<file path="src/rtl/deser_pkg.sv">
// -----------------------------------------------------------------------------
// deser_pkg
//   Shared definitions for the deser_demux8 serial-to-parallel receiver:
//   FSM state encoding, word/slot widths and the start/last slot values for
//   each bit-order setting.
//   Optional feature macro used by the users of this package:
//   DESER_DEMUX8_PARITY_EN (enables the PAR state).
// -----------------------------------------------------------------------------
package deser_pkg;

    typedef enum logic {
        FILL = 1'b0,   // collecting data bits
        PAR  = 1'b1    // waiting for the trailing parity bit
    } state_t;

    localparam int WORD_W = 8;
    localparam int SLOT_W = 3;

    localparam logic [SLOT_W-1:0] SLOT_START_LSB = 3'd0;
    localparam logic [SLOT_W-1:0] SLOT_LAST_LSB  = 3'd7;
    localparam logic [SLOT_W-1:0] SLOT_START_MSB = 3'd7;
    localparam logic [SLOT_W-1:0] SLOT_LAST_MSB  = 3'd0;

    function automatic logic [SLOT_W-1:0] start_slot(input logic lsb_first);
        return lsb_first ? SLOT_START_LSB : SLOT_START_MSB;
    endfunction

    function automatic logic [SLOT_W-1:0] last_slot(input logic lsb_first);
        return lsb_first ? SLOT_LAST_LSB : SLOT_LAST_MSB;
    endfunction

endpackage

</file>
<file path="src/rtl/deser_demux8_slot_ctr3.sv">
// -----------------------------------------------------------------------------
// slot_ctr3
//   3-bit up/down counter with synchronous load and enable; o_tc flags that
//   the count equals TC_VAL (the last slot of a word).
//   Ports:
//     clk, rst_n   clock, asynchronous active-low reset (count -> RST_VAL)
//     i_load       load i_load_val (wins over i_en)
//     i_load_val   value to load
//     i_en         step the count by one
//     i_up         1: count up, 0: count down
//     o_cnt        current count
//     o_tc         count == TC_VAL
// -----------------------------------------------------------------------------
module slot_ctr3
    import deser_pkg::*;
#(
    parameter logic [SLOT_W-1:0] RST_VAL = 3'd0,
    parameter logic [SLOT_W-1:0] TC_VAL  = 3'd7
) (
    input  logic              clk,
    input  logic              rst_n,
    input  logic              i_load,
    input  logic [SLOT_W-1:0] i_load_val,
    input  logic              i_en,
    input  logic              i_up,
    output logic [SLOT_W-1:0] o_cnt,
    output logic              o_tc
);

    logic [SLOT_W-1:0] r_cnt;

    always_ff @(posedge clk or negedge rst_n) begin
        if (!rst_n) begin
            r_cnt <= RST_VAL;
        end else if (i_load) begin
            r_cnt <= i_load_val;
        end else if (i_en) begin
            r_cnt <= i_up ? (r_cnt + 3'd1) : (r_cnt - 3'd1);
        end
    end

    assign o_cnt = r_cnt;
    assign o_tc  = (r_cnt == TC_VAL);

endmodule

</file>
<file path="src/rtl/deser_demux8.sv">
// -----------------------------------------------------------------------------
// deser_demux8
//   Serial-to-parallel receiver. Each accepted serial bit is steered by the
//   slot counter into one bit of an assembly register; a complete word moves
//   into a single output holding register with a valid/ready handshake.
//   Optional feature macro: DESER_DEMUX8_PARITY_EN -- a 9th serial bit carries
//   even parity and sets dout_err for the word.
//   Ports:
//     clk, rst_n        clock, asynchronous active-low reset
//     din, din_valid    serial bit and its valid
//     din_ready         block accepts din this cycle
//     clr               synchronous discard of the partial word
//     s                 current demux slot (position for the next data bit)
//     dout, dout_valid  assembled word and its valid
//     dout_ready        consumer takes dout
//     dout_err          parity error for dout (0 without the feature)
//
//   Handshake: a beat moves when valid && ready in the same cycle; a producer
//   holding valid keeps its payload stable until ready is seen. Only the step
//   that completes a word can be stalled, and only when dout is still full and
//   the consumer is not draining it this cycle.
// -----------------------------------------------------------------------------
module deser_demux8
    import deser_pkg::*;
#(
    parameter int WIDTH     = 8,
    parameter int SW        = 3,
    parameter int LSB_FIRST = 1
) (
    input  logic             clk,
    input  logic             rst_n,
    input  logic             din,
    input  logic             din_valid,
    output logic             din_ready,
    input  logic             clr,
    output logic [SW-1:0]    s,
    output logic [WIDTH-1:0] dout,
    output logic             dout_valid,
    input  logic             dout_ready,
    output logic             dout_err
);

    localparam logic          P_LSB   = (LSB_FIRST != 0);
    localparam logic [SW-1:0] P_START = start_slot(P_LSB);
    localparam logic [SW-1:0] P_LAST  = last_slot(P_LSB);

    state_t           r_state;
    state_t           w_state_nxt;
    logic [WIDTH-1:0] r_asm;
    logic [WIDTH-1:0] r_dout;
    logic             r_dout_valid;
    logic [SW-1:0]    w_slot;
    logic             w_tc;
    logic             w_accept;
    logic             w_final_step;
    logic             w_xfer;
    logic             w_ctr_load;
    logic             w_ctr_en;
    logic [WIDTH-1:0] w_word;

    slot_ctr3 #(
        .RST_VAL (P_START),
        .TC_VAL  (P_LAST)
    ) u_slot_ctr (
        .clk        (clk),
        .rst_n      (rst_n),
        .i_load     (w_ctr_load),
        .i_load_val (P_START),
        .i_en       (w_ctr_en),
        .i_up       (P_LSB),
        .o_cnt      (w_slot),
        .o_tc       (w_tc)
    );

    // The step that completes a word: the last data bit, or with parity
    // enabled the parity bit taken in PAR.
`ifdef DESER_DEMUX8_PARITY_EN
    assign w_final_step = (r_state == PAR);
`else
    assign w_final_step = (r_state == FILL) && w_tc;
`endif

    assign din_ready  = !(w_final_step && r_dout_valid && !dout_ready);
    assign w_accept   = din_valid && din_ready;
    assign w_xfer     = w_accept && w_final_step && !clr;
    assign w_ctr_load = clr || w_xfer;
    // In PAR the slot holds at its final data value; only data bits step it.
    assign w_ctr_en   = w_accept && !clr && (r_state == FILL) && !w_tc;

    // Word handed to dout: without parity the 8th bit is still in flight on
    // din, so it is merged here rather than waiting a cycle for r_asm.
    always_comb begin
        w_word = r_asm;
`ifndef DESER_DEMUX8_PARITY_EN
        w_word[w_slot] = din;
`endif
    end

    always_comb begin
        w_state_nxt = r_state;
        if (clr) begin
            w_state_nxt = FILL;
        end else if (w_accept) begin
`ifdef DESER_DEMUX8_PARITY_EN
            if (r_state == FILL && w_tc) begin
                w_state_nxt = PAR;
            end else if (r_state == PAR) begin
                w_state_nxt = FILL;
            end
`endif
        end
    end

    always_ff @(posedge clk or negedge rst_n) begin
        if (!rst_n) begin
            r_state <= FILL;
        end else begin
            r_state <= w_state_nxt;
        end
    end

    always_ff @(posedge clk or negedge rst_n) begin
        if (!rst_n) begin
            r_asm <= '0;
        end else if (clr) begin
            r_asm <= '0;
        end else if (w_accept && r_state == FILL) begin
            r_asm[w_slot] <= din;
        end
    end

    always_ff @(posedge clk or negedge rst_n) begin
        if (!rst_n) begin
            r_dout       <= '0;
            r_dout_valid <= 1'b0;
        end else if (w_xfer) begin
            r_dout       <= w_word;
            r_dout_valid <= 1'b1;
        end else if (dout_ready) begin
            r_dout_valid <= 1'b0;
        end
    end

`ifdef DESER_DEMUX8_PARITY_EN
    logic r_dout_err;

    always_ff @(posedge clk or negedge rst_n) begin
        if (!rst_n) begin
            r_dout_err <= 1'b0;
        end else if (w_xfer) begin
            r_dout_err <= (^w_word) ^ din;
        end else if (dout_ready) begin
            r_dout_err <= 1'b0;
        end
    end

    assign dout_err = r_dout_err;
`else
    assign dout_err = 1'b0;
`endif

    assign s          = w_slot;
    assign dout       = r_dout;
    assign dout_valid = r_dout_valid;

endmodule
</file>
<file path="config.mk">
export PLATFORM = sky130hd
export DESIGN_NAME = deser_demux8
export DESIGN_NICKNAME = d
export VERILOG_FILES = /design/src/rtl/deser_pkg.sv /design/src/rtl/deser_demux8_slot_ctr3.sv /design/src/rtl/deser_demux8.sv
export SDC_FILE = /design/constraint.sdc
export NUM_CORES = 1
export LEC_CHECK = 0
export CAP_MARGIN = 30
export CORE_MARGIN = 2
export CORE_UTILIZATION = 50
export DETAILED_ROUTE_END_ITERATION = 8
export PLACE_DENSITY = 0.81
export SYNTH_ARGS = -nofsm -noshare
export SYNTH_HDL_FRONTEND = slang
export SYNTH_SLANG_ARGS = --single-unit
</file>
<file path="constraint.sdc">
create_clock -name clk -period 2.9 [get_ports clk]
set_clock_uncertainty 0.05 [all_clocks]
set_input_delay 0.29 -clock clk [delete_from_list [all_inputs] [get_ports clk]]
set_output_delay 0.29 -clock clk [all_outputs]
set_load 0.05 [all_outputs]
</file>
==> metrics.csv <==
metric,value,unit
worstSetupPathType,flop to output port,
fin_tns_setup,0,ns
crit_path_max_fanout,11,
numCtsBuffers,3,
cp_data_arrival_time,2.27,ns
routedWlPerCell,14.0,um
vias_per_cell,5.43,
combPwrFrac,10.6,%
vias,673,
drive_gt1_share,10.3,%
cts_tree,built,
syn-num-nets,89,
cts_root_buf,clkbuf_4,
multi_input_area,423,sq um
rr_worst_depth,4,
port_buffers,18,
clockPowerShare,38.9,%
fin_nets,106,
grt_start_max_net_pins,21,
worst_slew_pin_slew,0.885,ns
whs,0.432,ns
run_status,"finished, final reports clean",
required,2.56,ns
irDropWorstVdd,0.000413,V
crit_chain,ha_1 -> ha_1 -> nand3b_1 -> clkdlybuf4s50_1,
synthDistinctLibCells,25,
overflow,0,
crit_slowest_cell,clkdlybuf4s50_1,
grt_pass1_wl,3160,um
routabilityCongestion,0.777,
p_sw,0.000133,W
drtAntennaViolNets,0,
rsz0062_at_grt,no,
die_x,48.7,um
post-dp-hpwl,1200,um
first_iter_violations,5,
die_y,48.7,um
ys_seq_elements,20,
nFillCells,168,
initial_core_util,51.9,%
grt_use_total,16.8,%
cts.sinks,20,
area_delta_synth_final,22.7,%
cpPeakStageDelay,0.82,ns
fin_ws,0.295,ns
avgSynthCellArea,12.3,sq um
h-tree-depth,1,
setup_viol,0,
r2r_start,u_slot_ctr.o_cnt[1]$_DFFE_PN0P_,
cts_hold_buf,0,
mappedNetlistArea,997,sq um
first_pass_iters,4,
ff2ff_setup_slack,0.91,ns
core_area,1920,sq um
relSlewSlack,40.8,%
hp-class,primary input to asynchronous set/reset pin,
clk_pin_slew,0.12,ns
fin_crit_sh,89.8,%
fin_crit,2.61,ns
drc,0,
power.internal,0.000449,W
power.total,0.000582,W
report.final.hold_viol_count,0,
seqPwrFrac,50.4,%
max_cap_viol_count,0,
max_freq,384,MHz
powerDensity,475,nW/um^2
rows,16,
wl,1740,um
end_kind,output port,
ff_latch_area,500,sq um
slew_viol_final,0,
crit_path_start_kind,flop,
post_cts_resize_count,0,
antenna_cells,0,
place_ws,0.625,ns
cts_setup_buffers,0,
post_synth_main_area_contributors,"dfrtp_1 (50%), mux2i_1 (14%), o2bb2ai_1 (6.1%)",
synthCells,81,
clk_latency,0.30,ns
clock_path_buffers,2,
swShare,22.8,%
synth_warnings,0,
grt_pass1_vias,702,
synth_top_cell_area_share,50.2,%
antenna_found_initial,0,
r2r_end,dout[6]$_DFFE_PN0P_,
dieArea,2370,sq um
boundaryPins,20,
critPathMostFrequentCell,ha_1,
final_util,63.7,%
yosysTopAreaCell,dfrtp_1,
leakage,0.599,nW
seq_area_frac_synth,50.2,%
==> cells by family after synthesis <==
family                     share of synthesized area [%]
and+or+nand+nor                                     11.9
buffers and inverters                               7.40
other                                              0.376
AOI/OAI and AO/OA                                   9.41
muxes                                               18.2
DFF                                                 50.2
adders and majority gates                           2.51
==> routing by layer <==
| metal | global-route usage [%] | part of all wire, % | vias up |
|---|---|---|---|
| met5 | 0 | 0 | - |
| met4 | 6.19 | 0 | 0 |
| met3 | 3.09 | 8.2 | 0 |
| met2 | 26.3 | 47 | 24 |
| met1 | 23.2 | 45 | 337 |
| li1 | - | - | 312 |
==> synth_stat cells <==
cell	instances
conb_1	1
buf_4	3
a32o_1	1
buf_6	1
a21oi_1	1
mux2i_1	14
dfrtp_1	20
nand2b_1	1
nor2b_1	1
nand3_1	1
o2bb2ai_1	7
and3_1	1
nor3b_1	3
nor3_1	1
buf_2	2
nor2b_4	1
ha_1	2
nand3b_4	1
nand3b_1	3
mux2_4	2
clkbuf_1	1
inv_1	7
mux2_2	1
a22o_1	2
nand2_1	3
==> sequential cells by signal, indices dropped and copies added, names as in the netlist <==
register	cells
dout	8
r_asm	8
u_slot_ctr.o_cnt	3
dout_valid	1
==> cell usage in the layout, fill, tap and decap left out, types with 2 or more instances in the layout <==
master,instances
a22o_1,2
clkbuf_4,3
clkdlybuf4s50_1,18
dfrtp_1,20
ha_1,2
inv_1,7
mux2_4,2
mux2i_1,14
nand2_1,3
nand3b_1,3
nor3b_1,3
o2bb2ai_1,7
==> metrics by stage <==
stage               area [sq um]  cells
global placement            1170    120
floorplan                    997     81
detailed placement          1170    120
CTS                         1220    124
finish                      1220    124
global route                1220    124
==> area by class of cell <==
class / count / share of cell area (%)
inverter: 7 / 2.15
timing repair buffer: 19 / 15.3
tap: 27 / 2.76
multi-input combinational: 47 / 34.6
clock inverter: 1 / 2.45
sequential: 20 / 40.9
clock buffer: 3 / 1.84
==> power groups by stage <==
stage	clock (W)	sequential [W]	combinational, W
after floorplan	0	0.000304	0.0000356
after global placement	0	0.000297	0.0000627
after detailed placement	0	0.000299	0.0000628
after CTS	0.000231	0.000293	0.0000631
after global routing	0.000249	0.000295	0.0000676
final	0.000227	0.000293	0.0000619
==> worst max path at each step <==
stage	from	to	cells after the start
floorplan	u_slot_ctr.o_cnt[0]$_DFFE_PN0P_	u_slot_ctr.o_cnt[1]$_DFFE_PN0P_	6
global placement	u_slot_ctr.o_cnt[1]$_DFFE_PN0P_	din_ready	4
detailed placement	u_slot_ctr.o_cnt[1]$_DFFE_PN0P_	din_ready	4
CTS	u_slot_ctr.o_cnt[0]$_DFFE_PN0P_	din_ready	4
global route	u_slot_ctr.o_cnt[0]$_DFFE_PN0P_	din_ready	4
finish	u_slot_ctr.o_cnt[0]$_DFFE_PN0P_	din_ready	4
==> critical path: cells and delay by family (launching register included) <==
| family | cells | cell delay [ns] |
|---|---|---|
| adder cells (fa/ha/maj) | 2 | 0.47 |
| buffers and inverters | 1 | 0.82 |
| flip-flops | 1 | 0.52 |
| AND/OR/NAND/NOR | 1 | 0.16 |
Power figures use the tool's default switching activity.
